--- src/rtl/lsu_pkg.sv ---
// Shared state type, funct3 codes and request-legality helpers for the
// RV32I load/store unit.
package lsu_pkg;

  typedef enum logic [2:0] {
    IDLE,
    LOAD,
    STORE,
    RMW_RD,
    RMW_WR,
    RESP
  } state_t;

  localparam logic [2:0] F3_B  = 3'b000;
  localparam logic [2:0] F3_H  = 3'b001;
  localparam logic [2:0] F3_W  = 3'b010;
  localparam logic [2:0] F3_BU = 3'b100;
  localparam logic [2:0] F3_HU = 3'b101;

  function automatic logic is_misaligned(input logic [2:0] funct3, input logic [1:0] offset);
    logic mis;
    mis = 1'b0;
    case (funct3)
      F3_H, F3_HU: mis = offset[0];
      F3_W:        mis = |offset;
      default:     mis = 1'b0;
    endcase
    return mis;
  endfunction

  // Stores only know B/H/W; loads additionally allow BU/HU.
  function automatic logic is_illegal(input logic we, input logic [2:0] funct3);
    logic bad;
    if (we) bad = funct3[2] || (funct3[1:0] == 2'b11);
    else    bad = (funct3 == 3'b011) || (funct3[2:1] == 2'b11);
    return bad;
  endfunction

endpackage

--- src/rtl/load_store_unit_if.sv ---
// Request/response handshake and word-memory bus of the load/store unit.
// The master modport is the unit itself; slave is the execute stage plus memory.
interface load_store_unit_if #(
  parameter int MEM_AW = 30
);
  logic              req_valid;
  logic              req_ready;
  logic              req_we;
  logic [2:0]        req_funct3;
  logic [31:0]       req_addr;
  logic [31:0]       req_wdata;
  logic              rsp_valid;
  logic [31:0]       rsp_rdata;
  logic              rsp_err;
  logic [MEM_AW-1:0] mem_addr;
  logic              mem_re;
  logic              mem_we;
  logic [31:0]       mem_wdata;
  logic [31:0]       mem_rdata;

  modport master (
    input  req_valid, req_we, req_funct3, req_addr, req_wdata, mem_rdata,
    output req_ready, rsp_valid, rsp_rdata, rsp_err,
    output mem_addr, mem_re, mem_we, mem_wdata
  );

  modport slave (
    output req_valid, req_we, req_funct3, req_addr, req_wdata, mem_rdata,
    input  req_ready, rsp_valid, rsp_rdata, rsp_err,
    input  mem_addr, mem_re, mem_we, mem_wdata
  );
endinterface

--- src/rtl/lsu_align.sv ---
// Combinational lane handling: load extraction/extension and store merge
// into an old word for read-modify-write.
module lsu_align
  import lsu_pkg::*;
(
  input  logic [31:0] rdata,
  input  logic [31:0] old_word,
  input  logic [31:0] wdata,
  input  logic [2:0]  funct3,
  input  logic [1:0]  offset,
  output logic [31:0] load_data,
  output logic [31:0] merged
);
  logic [31:0] byte_shifted;
  logic [31:0] half_shifted;
  logic [31:0] byte_mask;
  logic [31:0] half_mask;

  assign byte_shifted = rdata >> {offset, 3'b000};
  assign half_shifted = rdata >> {offset[1], 4'b0000};
  assign byte_mask    = 32'h0000_00FF << {offset, 3'b000};
  assign half_mask    = 32'h0000_FFFF << {offset[1], 4'b0000};

  always_comb begin
    load_data = '0;
    case (funct3)
      F3_B:    load_data = {{24{byte_shifted[7]}}, byte_shifted[7:0]};
      F3_BU:   load_data = {24'h0, byte_shifted[7:0]};
      F3_H:    load_data = {{16{half_shifted[15]}}, half_shifted[15:0]};
      F3_HU:   load_data = {16'h0, half_shifted[15:0]};
      F3_W:    load_data = rdata;
      default: load_data = '0;
    endcase
  end

  // Only the addressed lane of the old word is replaced.
  always_comb begin
    merged = wdata;
    case (funct3)
      F3_B:    merged = (old_word & ~byte_mask) | ((wdata & 32'h0000_00FF) << {offset, 3'b000});
      F3_H:    merged = (old_word & ~half_mask) | ((wdata & 32'h0000_FFFF) << {offset[1], 4'b0000});
      default: merged = wdata;
    endcase
  end
endmodule

--- src/rtl/load_store_unit.sv ---
// RV32I load/store unit in front of a word-only memory; sub-word stores are
// performed as read-modify-write, one request in flight at a time.
module load_store_unit
  import lsu_pkg::*;
#(
  parameter int MEM_AW = 30
) (
  input logic               clk,
  input logic               rstn,
  load_store_unit_if.master bus
);
  state_t            state_q;
  state_t            state_d;
  logic [2:0]        funct3_q;
  logic [MEM_AW+1:0] addr_q;
  logic [31:0]       wdata_q;
  logic [31:0]       buf_q;
  logic [31:0]       rsp_rdata_q;
  logic              rsp_err_q;
  logic [31:0]       load_data;
  logic [31:0]       merged;
  logic              accept;
  logic              req_err;

  assign accept  = bus.req_valid && (state_q == IDLE);
  assign req_err = is_illegal(bus.req_we, bus.req_funct3)
                || is_misaligned(bus.req_funct3, bus.req_addr[1:0]);

  assign bus.mem_addr  = addr_q[MEM_AW+1:2];
  assign bus.rsp_rdata = rsp_rdata_q;
  assign bus.rsp_err   = rsp_err_q;

  lsu_align u_align (
    .rdata     (bus.mem_rdata),
    .old_word  (buf_q),
    .wdata     (wdata_q),
    .funct3    (funct3_q),
    .offset    (addr_q[1:0]),
    .load_data (load_data),
    .merged    (merged)
  );

  always_ff @(posedge clk or negedge rstn) begin
    if (!rstn) state_q <= IDLE;
    else       state_q <= state_d;
  end

  always_comb begin
    state_d       = state_q;
    bus.req_ready = 1'b0;
    bus.rsp_valid = 1'b0;
    bus.mem_re    = 1'b0;
    bus.mem_we    = 1'b0;
    bus.mem_wdata = '0;
    case (state_q)
      IDLE: begin
        bus.req_ready = 1'b1;
        if (accept) begin
          if (req_err)                    state_d = RESP;
          else if (!bus.req_we)           state_d = LOAD;
          else if (bus.req_funct3 == F3_W) state_d = STORE;
          else                            state_d = RMW_RD;
        end
      end
      LOAD: begin
        bus.mem_re = 1'b1;
        state_d    = RESP;
      end
      STORE: begin
        bus.mem_we    = 1'b1;
        bus.mem_wdata = wdata_q;
        state_d       = RESP;
      end
      RMW_RD: begin
        bus.mem_re = 1'b1;
        state_d    = RMW_WR;
      end
      RMW_WR: begin
        bus.mem_we    = 1'b1;
        bus.mem_wdata = merged;
        state_d       = RESP;
      end
      RESP: begin
        bus.rsp_valid = 1'b1;
        state_d       = IDLE;
      end
      default: state_d = IDLE;
    endcase
  end

  // Response registers only change on the way into RESP, so they hold until the next one.
  always_ff @(posedge clk or negedge rstn) begin
    if (!rstn) begin
      funct3_q    <= '0;
      addr_q      <= '0;
      wdata_q     <= '0;
      buf_q       <= '0;
      rsp_rdata_q <= '0;
      rsp_err_q   <= 1'b0;
    end else begin
      if (accept) begin
        funct3_q <= bus.req_funct3;
        addr_q   <= bus.req_addr[MEM_AW+1:0];
        wdata_q  <= bus.req_wdata;
        if (req_err) begin
          rsp_rdata_q <= '0;
          rsp_err_q   <= 1'b1;
        end
      end
      case (state_q)
        LOAD: begin
          rsp_rdata_q <= load_data;
          rsp_err_q   <= 1'b0;
        end
        STORE, RMW_WR: begin
          rsp_rdata_q <= '0;
          rsp_err_q   <= 1'b0;
        end
        RMW_RD: buf_q <= bus.mem_rdata;
        default: ;
      endcase
    end
  end
endmodule
--- src/flat_wrapper.sv ---
// flat-port wrapper written by rule: the top's interface ports become plain ports
module load_store_unit_flat import lsu_pkg::*;
#(
  parameter int MEM_AW = 30
)
  (clk, rstn, bus_req_valid, bus_req_we, bus_req_funct3, bus_req_addr, bus_req_wdata, bus_mem_rdata, bus_req_ready, bus_rsp_valid, bus_rsp_rdata, bus_rsp_err, bus_mem_addr, bus_mem_re, bus_mem_we, bus_mem_wdata);
  load_store_unit_if #(.MEM_AW(MEM_AW)) bus_i ();
  input logic clk;
  input logic rstn;
  input wire logic [$bits(bus_i.req_valid)-1:0] bus_req_valid;
  input wire logic [$bits(bus_i.req_we)-1:0] bus_req_we;
  input wire logic [$bits(bus_i.req_funct3)-1:0] bus_req_funct3;
  input wire logic [$bits(bus_i.req_addr)-1:0] bus_req_addr;
  input wire logic [$bits(bus_i.req_wdata)-1:0] bus_req_wdata;
  input wire logic [$bits(bus_i.mem_rdata)-1:0] bus_mem_rdata;
  output wire logic [$bits(bus_i.req_ready)-1:0] bus_req_ready;
  output wire logic [$bits(bus_i.rsp_valid)-1:0] bus_rsp_valid;
  output wire logic [$bits(bus_i.rsp_rdata)-1:0] bus_rsp_rdata;
  output wire logic [$bits(bus_i.rsp_err)-1:0] bus_rsp_err;
  output wire logic [$bits(bus_i.mem_addr)-1:0] bus_mem_addr;
  output wire logic [$bits(bus_i.mem_re)-1:0] bus_mem_re;
  output wire logic [$bits(bus_i.mem_we)-1:0] bus_mem_we;
  output wire logic [$bits(bus_i.mem_wdata)-1:0] bus_mem_wdata;
  assign bus_i.req_valid = bus_req_valid;
  assign bus_i.req_we = bus_req_we;
  assign bus_i.req_funct3 = bus_req_funct3;
  assign bus_i.req_addr = bus_req_addr;
  assign bus_i.req_wdata = bus_req_wdata;
  assign bus_i.mem_rdata = bus_mem_rdata;
  assign bus_req_ready = bus_i.req_ready;
  assign bus_rsp_valid = bus_i.rsp_valid;
  assign bus_rsp_rdata = bus_i.rsp_rdata;
  assign bus_rsp_err = bus_i.rsp_err;
  assign bus_mem_addr = bus_i.mem_addr;
  assign bus_mem_re = bus_i.mem_re;
  assign bus_mem_we = bus_i.mem_we;
  assign bus_mem_wdata = bus_i.mem_wdata;
  load_store_unit #(.MEM_AW(MEM_AW)) u_core (.clk(clk), .rstn(rstn), .bus(bus_i));
endmodule
--- config.mk ---
export PLATFORM = sky130hd
export DESIGN_NAME = load_store_unit_flat
export DESIGN_NICKNAME = d
export VERILOG_FILES = /design/src/rtl/lsu_pkg.sv /design/src/rtl/load_store_unit_if.sv /design/src/rtl/lsu_align.sv /design/src/rtl/load_store_unit.sv /design/src/flat_wrapper.sv
export SDC_FILE = /design/constraint.sdc
export NUM_CORES = 1
export LEC_CHECK = 0
export BUFFER_PORTS_ARGS = -buffer_cell sky130_fd_sc_hd__buf_2
export CAP_MARGIN = 30
export CORE_ASPECT_RATIO = 1.2
export CORE_MARGIN = 5
export CORE_UTILIZATION = 57
export DETAILED_ROUTE_END_ITERATION = 6
export PLACE_DENSITY = 0.87
export SLEW_MARGIN = 20
export SYNTH_ARGS = -nofsm -noshare
export SYNTH_HDL_FRONTEND = slang
export SYNTH_SLANG_ARGS = --single-unit
--- constraint.sdc ---
create_clock -name clk -period 4.52 [get_ports clk]
set_input_delay 0 -clock clk [delete_from_list [all_inputs] [get_ports clk]]
set_output_delay 0 -clock clk [all_outputs]
set_load 0.02 [all_outputs]
==> results.cfg, run 1 <==
[clock_network]
cts_buffers = 17
clock_sinks = 135
htree_levels = 4
clockRootBuffer = clkbuf_16
clk_pin_slew_ps = 60
cts_max_path_buffers = 2
cts_tree = built
postCtsSetupBuffers = 0
clk_latency_ps = 420

[placement]
place_inst = 871
hpwl_um = 15000
gp_congestion = 0.888
portBuffers = 201

[floorplanning]
core_area_mm2 = 0.0121
die_w_um = 111
io_pins = 202
die_h_um = 131
core.rowCount = 44
start_util_pct = 58.0
dieArea_mm2 = 0.0146

[timing]
setup_tns_ps = 0
slew_headroom_pct = 38.6
slew_violations = 0
setup_viol = 0
min_period_over_period_pct = 68.1
timing.fmax_mhz = 325
final_hold_viol_count = 0
rsz0062_at_grt = false
period_needed_ps = 3080
fin_skew_ps = 7.95
worst_slew_pin_slew_ps = 898

[grt]
grt_max_degree = 97
grt_pass1_wl_um = 36200
globalRouteOverflowTotal = 0
track_usage_pct = 31.5
grt_pass1_vias = 6589
antenna_found_initial = 0

[yosys]
synth_seq_cells = 135
syn_area_mm2 = 0.00699
synthTopCellsByArea = dfrtp_1 48%, mux2_2 14%, o2bb2ai_1 4.6%
ys_types = 50
synth_top_area_cell = dfrtp_1
async_reset_ff_share_pct = 100
synth_seq_area_share_pct = 48.3
syn_nets = 677
syn_inst = 574
netlist.area_leader.share_pct = 48.3
synth_edf_count = 0
syn_avg_cell_area_um2 = 12.2
synth-main-ff-cell = dfrtp_1
yosysWarnings = 0

[finish]
drive_gt1_share_pct = 42.9
num_antenna_cells = 0
nets = 940
final_cells = 1010
layout_common_cells = 200 x buf_2, 135 x dfrtp_1, 102 x dlygate4sd3_1
layout_commonest_cell = buf_2
area_delta_synth_final_pct = 35.9

[detailed_routing]
vias = 6255
wl_per_cell_um = 23.2
vias_per_cell = 6.19
drt_first_pass_iters = 6
wirelength_um = 23400
ant_nets = 0
drc = 0
first_iter_violations = 684

[run_status]
outcome = finished clean

[power]
clkPwrFrac_pct = 20.2
power_leakage_nw = 4.47
share_comb_of_total_power_pct = 46.5
vdd_drop_max_mv = 0.429
p_per_area_mw_per_mm2 = 731
switching_share_pct = 41.3
p_int_mw = 4.08
p_seq_share_pct = 33.4
p_switching_mw = 2.87

[worst_setup_path]
crit_arrival_ps = 3080
rr_startpoint = u_core.addr_q[1]
crit_type = reg2out
required_ps = 4520
rr_worst_depth = 5
cp_max_fo = 16
reg2reg_slack_ps = 2060
crit_start = u_core.funct3_q[1]
end_kind = output pin
start_kind = flop
worstReg2RegEnd = u_core.bus.rsp_rdata[9]

[min_path]
hold_class = in2async

[run]
maxCapViolCount = 0
[worst max-delay path, cell delays in order, from the launching register on]
cell       delay (ps)
dfrtp_1           530
nor2_1            610
nand2_1           160
buf_4             250
a2111oi_0         780
a21o_1            160
buf_2             160
[metal layers]
metal	wire length (um)	GRT usage (%)
met1	8590	37.9
met2	11500	52.7
met3	2310	9.02
met4	1030	14.3
met5	0	0
[what timing repair did]
item	CTS	global route
gates resized for setup	0	0
hold endpoints to repair	230	0
hold buffers	102	0
[final cells by class]
type                       instances  area (um^2)
multi-input combinational        355         3080
clock inverter                     9          125
sequential                       135         3380
timing repair buffer             317         2220
tap                              161          201
fill                             666         2550
inverter                          11         42.5
clock buffer                      22          464
[power groups by stage]
stage / sequential (mW) / clock, mW / combinational [mW]
final: 2.32 / 1.40 / 3.23
after global placement: 2.27 / 0 / 2.84
after global routing: 2.36 / 1.46 / 3.43
after detailed placement: 2.29 / 0 / 2.98
after floorplan: 2.20 / 0 / 2.33
after CTS: 2.29 / 1.41 / 3.07
[state kept, by name (all words and copies together), names as in the netlist]
| register | cells |
|---|---|
| u_core.addr_q | 32 |
| u_core.buf_q | 32 |
| u_core.bus.rsp_rdata | 32 |
| u_core.wdata_q | 32 |
| u_core.funct3_q | 3 |
| u_core.state_q | 3 |
| u_core.bus.rsp_err | 1 |
[through the flow]
step	hold WS, ps	util, %	area [um^2]	worst slack (ps)	total power [mW]
3_5_place_dp	155	64.5	7770	1910	5.28
3_3_place_gp	136	64.2	7740	2060	5.11
2_1_floorplan	-296	-	6990	2610	4.53
4_1_cts	294	77.8	9380	1440	6.77
6_report	5.88	78.9	9510	1440	6.95
5_1_grt	34.2	78.9	9510	1300	7.25
[cells by family (layout without fill, tap and decap cells)]
kind of cell / after synthesis / after routing / share of synthesized area [%]
muxes: 119 / 119 / 20.8
AOI/OAI and AO/OA: 150 / 150 / 16.6
and+or+nand+nor: 85 / 85 / 6.37
buffers and inverters: 84 / 359 / 7.82
adders and majority gates: 1 / 1 / 0.161
DFF: 135 / 135 / 48.3
[synthesized netlist by cell type (2+ instances only)]
cell type and number:
clkbuf_1 13, buf_2 16, nor2_1 27, nand2b_1 9, buf_12 3, and3_1 4
buf_4 37, a2111oi_0 8, nor3b_1 3, a21o_1 9, a22oi_1 16, o2bb2ai_1 37
a22o_1 12, a221oi_1 9, inv_1 10, and2_1 2, dfrtp_1 135, o21ai_1 2
mux2i_1 5, a32oi_1 16, nor2b_1 6, nand2_1 21, mux4_2 4, a221o_1 4
mux2_4 20, mux2_2 89, buf_6 3, a21oi_1 10, o21ai_0 22, nor3b_2 2
[worst max-delay path by stage]
stage | slack (ps) | end
detailed placement | 1910 | bus_mem_wdata[7]
finish | 1440 | bus_mem_wdata[22]
CTS | 1440 | bus_mem_wdata[7]
floorplan | 2610 | u_core.wdata_q[30]
global placement | 2060 | bus_mem_wdata[3]
global route | 1300 | bus_mem_wdata[16]
No activity file was read; power rests on OpenSTA's default activity.
==> run 2: changes to the inputs <==
--- a/config.mk
+++ b/config.mk
@@ -9,9 +9,9 @@
 export CAP_MARGIN = 30
 export CORE_ASPECT_RATIO = 1.2
 export CORE_MARGIN = 5
-export CORE_UTILIZATION = 57
+export CORE_UTILIZATION = 53
 export DETAILED_ROUTE_END_ITERATION = 6
-export PLACE_DENSITY = 0.87
+export PLACE_DENSITY = 0.81
 export SLEW_MARGIN = 20
 export SYNTH_ARGS = -nofsm -noshare
 export SYNTH_HDL_FRONTEND = slang
==> constraint.sdc (replaced) <==
create_clock -name clk -period 3.1 [get_ports clk]
set_input_delay 0 -clock clk [delete_from_list [all_inputs] [get_ports clk]]
set_output_delay 0 -clock clk [all_outputs]
set_load 0.02 [all_outputs]
==> run 2 against run 1 <==
Net effect: flip-flop and latch count is the same; clock skew about the same; total power grew 48%; cell area grew 0.89%; hold slack improved by 190 ps; via count shrank 2.8%; clock power is 63% higher; non-clock buffer count increased by 5; critical path type unchanged; critical endpoint is now bus_mem_wdata[4]; largest power group unchanged.
==> results.cfg, run 2 (synthesis gave the netlist of run 1 again) <==
[run_status]
outcome = finished clean

[clock_network]
cts_max_path_buffers = 2
clk_pin_slew_ps = 60
clockRootBuffer = clkbuf_16
cts_tree = built
clock_sinks = 135
cts-resized-gates = 0
htree_levels = 4
cts_buffers = 17
clk_latency_ps = 410

[finish]
nets = 945
final_util_pct = 73.4
drive_gt1_share_pct = 43.5
layout_commonest_cell = buf_2
area_delta_synth_final_pct = 37.2
nFillCells = 829
fin_area_mm2 = 0.00959
layout_common_cells = 200 x buf_2, 135 x dfrtp_1, 102 x dlygate4sd3_1
num_antenna_cells = 0
final_cells = 1023

[floorplanning]
die_w_um = 115
dieArea_mm2 = 0.0156
start_util_pct = 53.5
core_area_mm2 = 0.0131
die_h_um = 136
io_pins = 202
core.rowCount = 46

[grt]
grt_pass1_vias = 6527
track_usage_pct = 29.6
grt_max_degree = 76
grt_pass1_wl_um = 35500
antenna_found_initial = 0
globalRouteOverflowTotal = 0

[worst_setup_path]
start_kind = flop
path_cells = nor3b_1 -> nand2_1 -> nor2_1 -> a22o_1 -> buf_2
cp_top_family = simple AND/OR/NAND/NOR gates
crit_path_top_delay_cell = nor2_1
required_ps = 3100
cp.buffers_inverters = 1
crit_type = reg2out
critical_path.max_stage_delay_ps = 770
end_kind = output pin
crit_arrival_ps = 2910
cp_max_fo = 17

[detailed_routing]
wl_per_cell_um = 22.4
wirelength_um = 23000
vias_per_cell = 5.94
ant_nets = 0
vias = 6077
drt_first_pass_iters = 6
first_iter_violations = 747
drc = 0

[power]
power_leakage_nw = 4.50
power_mw = 10.3
vdd_drop_max_mv = 0.682
p_per_area_mw_per_mm2 = 1070

[timing]
slew_violations = 0
period_needed_ps = 2910
slew_headroom_pct = 45.6
timing.fmax_mhz = 344
hold_slack_ps = 195
fin_skew_ps = 8.05
setup_viol = 0
setup_slack_ps = 195
final_hold_viol_count = 0
worst_slew_pin_slew_ps = 812
setup_tns_ps = 0
min_period_over_period_pct = 93.7
rsz0062_at_grt = false

[placement]
place_ws_ps = 784
place_inst = 888
hpwl_um = 15300
gp_congestion = 0.924
placed_area_mm2 = 0.00790
portBuffers = 201

[run]
maxCapViolCount = 0

[min_path]
hold_class = in2async
[run 2: cell count changes in the layout (fill, tap and decap cells not counted), sizes merged]
cell	change
inv	+1
clkinv	-2
dlymetal6s2s	-1
bufinv	+2
buf	+6
[run 2: area by class of cell]
type | instances | area (um^2) | area share (%)
multi-input combinational | 355 | 3070 | 32.0
timing repair buffer | 322 | 2220 | 23.2
sequential | 135 | 3380 | 35.2
tap | 168 | 210 | 2.19
clock inverter | 10 | 191 | 2.00
inverter | 11 | 42.5 | 0.443
clock buffer | 22 | 474 | 4.94
[run 2: final timing paths]
kind,from,end,slack (ps),cells past startpoint
setup / recovery,u_core.state_q[1],bus_mem_wdata[4],190,5
hold / removal,rstn,u_core.buf_q[2],200,2
setup reg to reg,u_core.addr_q[1],u_core.bus.rsp_rdata[8],860,4
hold reg to reg,u_core.wdata_q[30],u_core.wdata_q[30],490,1
max in group asynchronous,rstn,u_core.addr_q[10],2220,3
min in group clk,bus_req_wdata[12],u_core.wdata_q[12],340,4
[run 2: routing by layer]
| layer | global-route usage, % | up-vias | wire length, um |
|---|---|---|---|
| met1 | 36.1 | 2963 | 8580 |
| met4 | 12.6 | 0 | 789 |
| met2 | 48.9 | 384 | 11200 |
| li1 | - | 2670 | - |
| met3 | 8.41 | 60 | 2330 |
| met5 | 0 | - | 0 |
[run 2: timing repair]
item | CTS | global route
hold buffers | 102 | 0
buffers inserted | 0 | 0
endpoints found under the hold margin | 205 | 0
[run 2: where the power goes]
group	internal, mW	leakage [nW]	switching [mW]
Sequential	2.58	1.66	0.779
Clock	1.50	0.317	0.777
Combinational	2.05	2.52	2.60
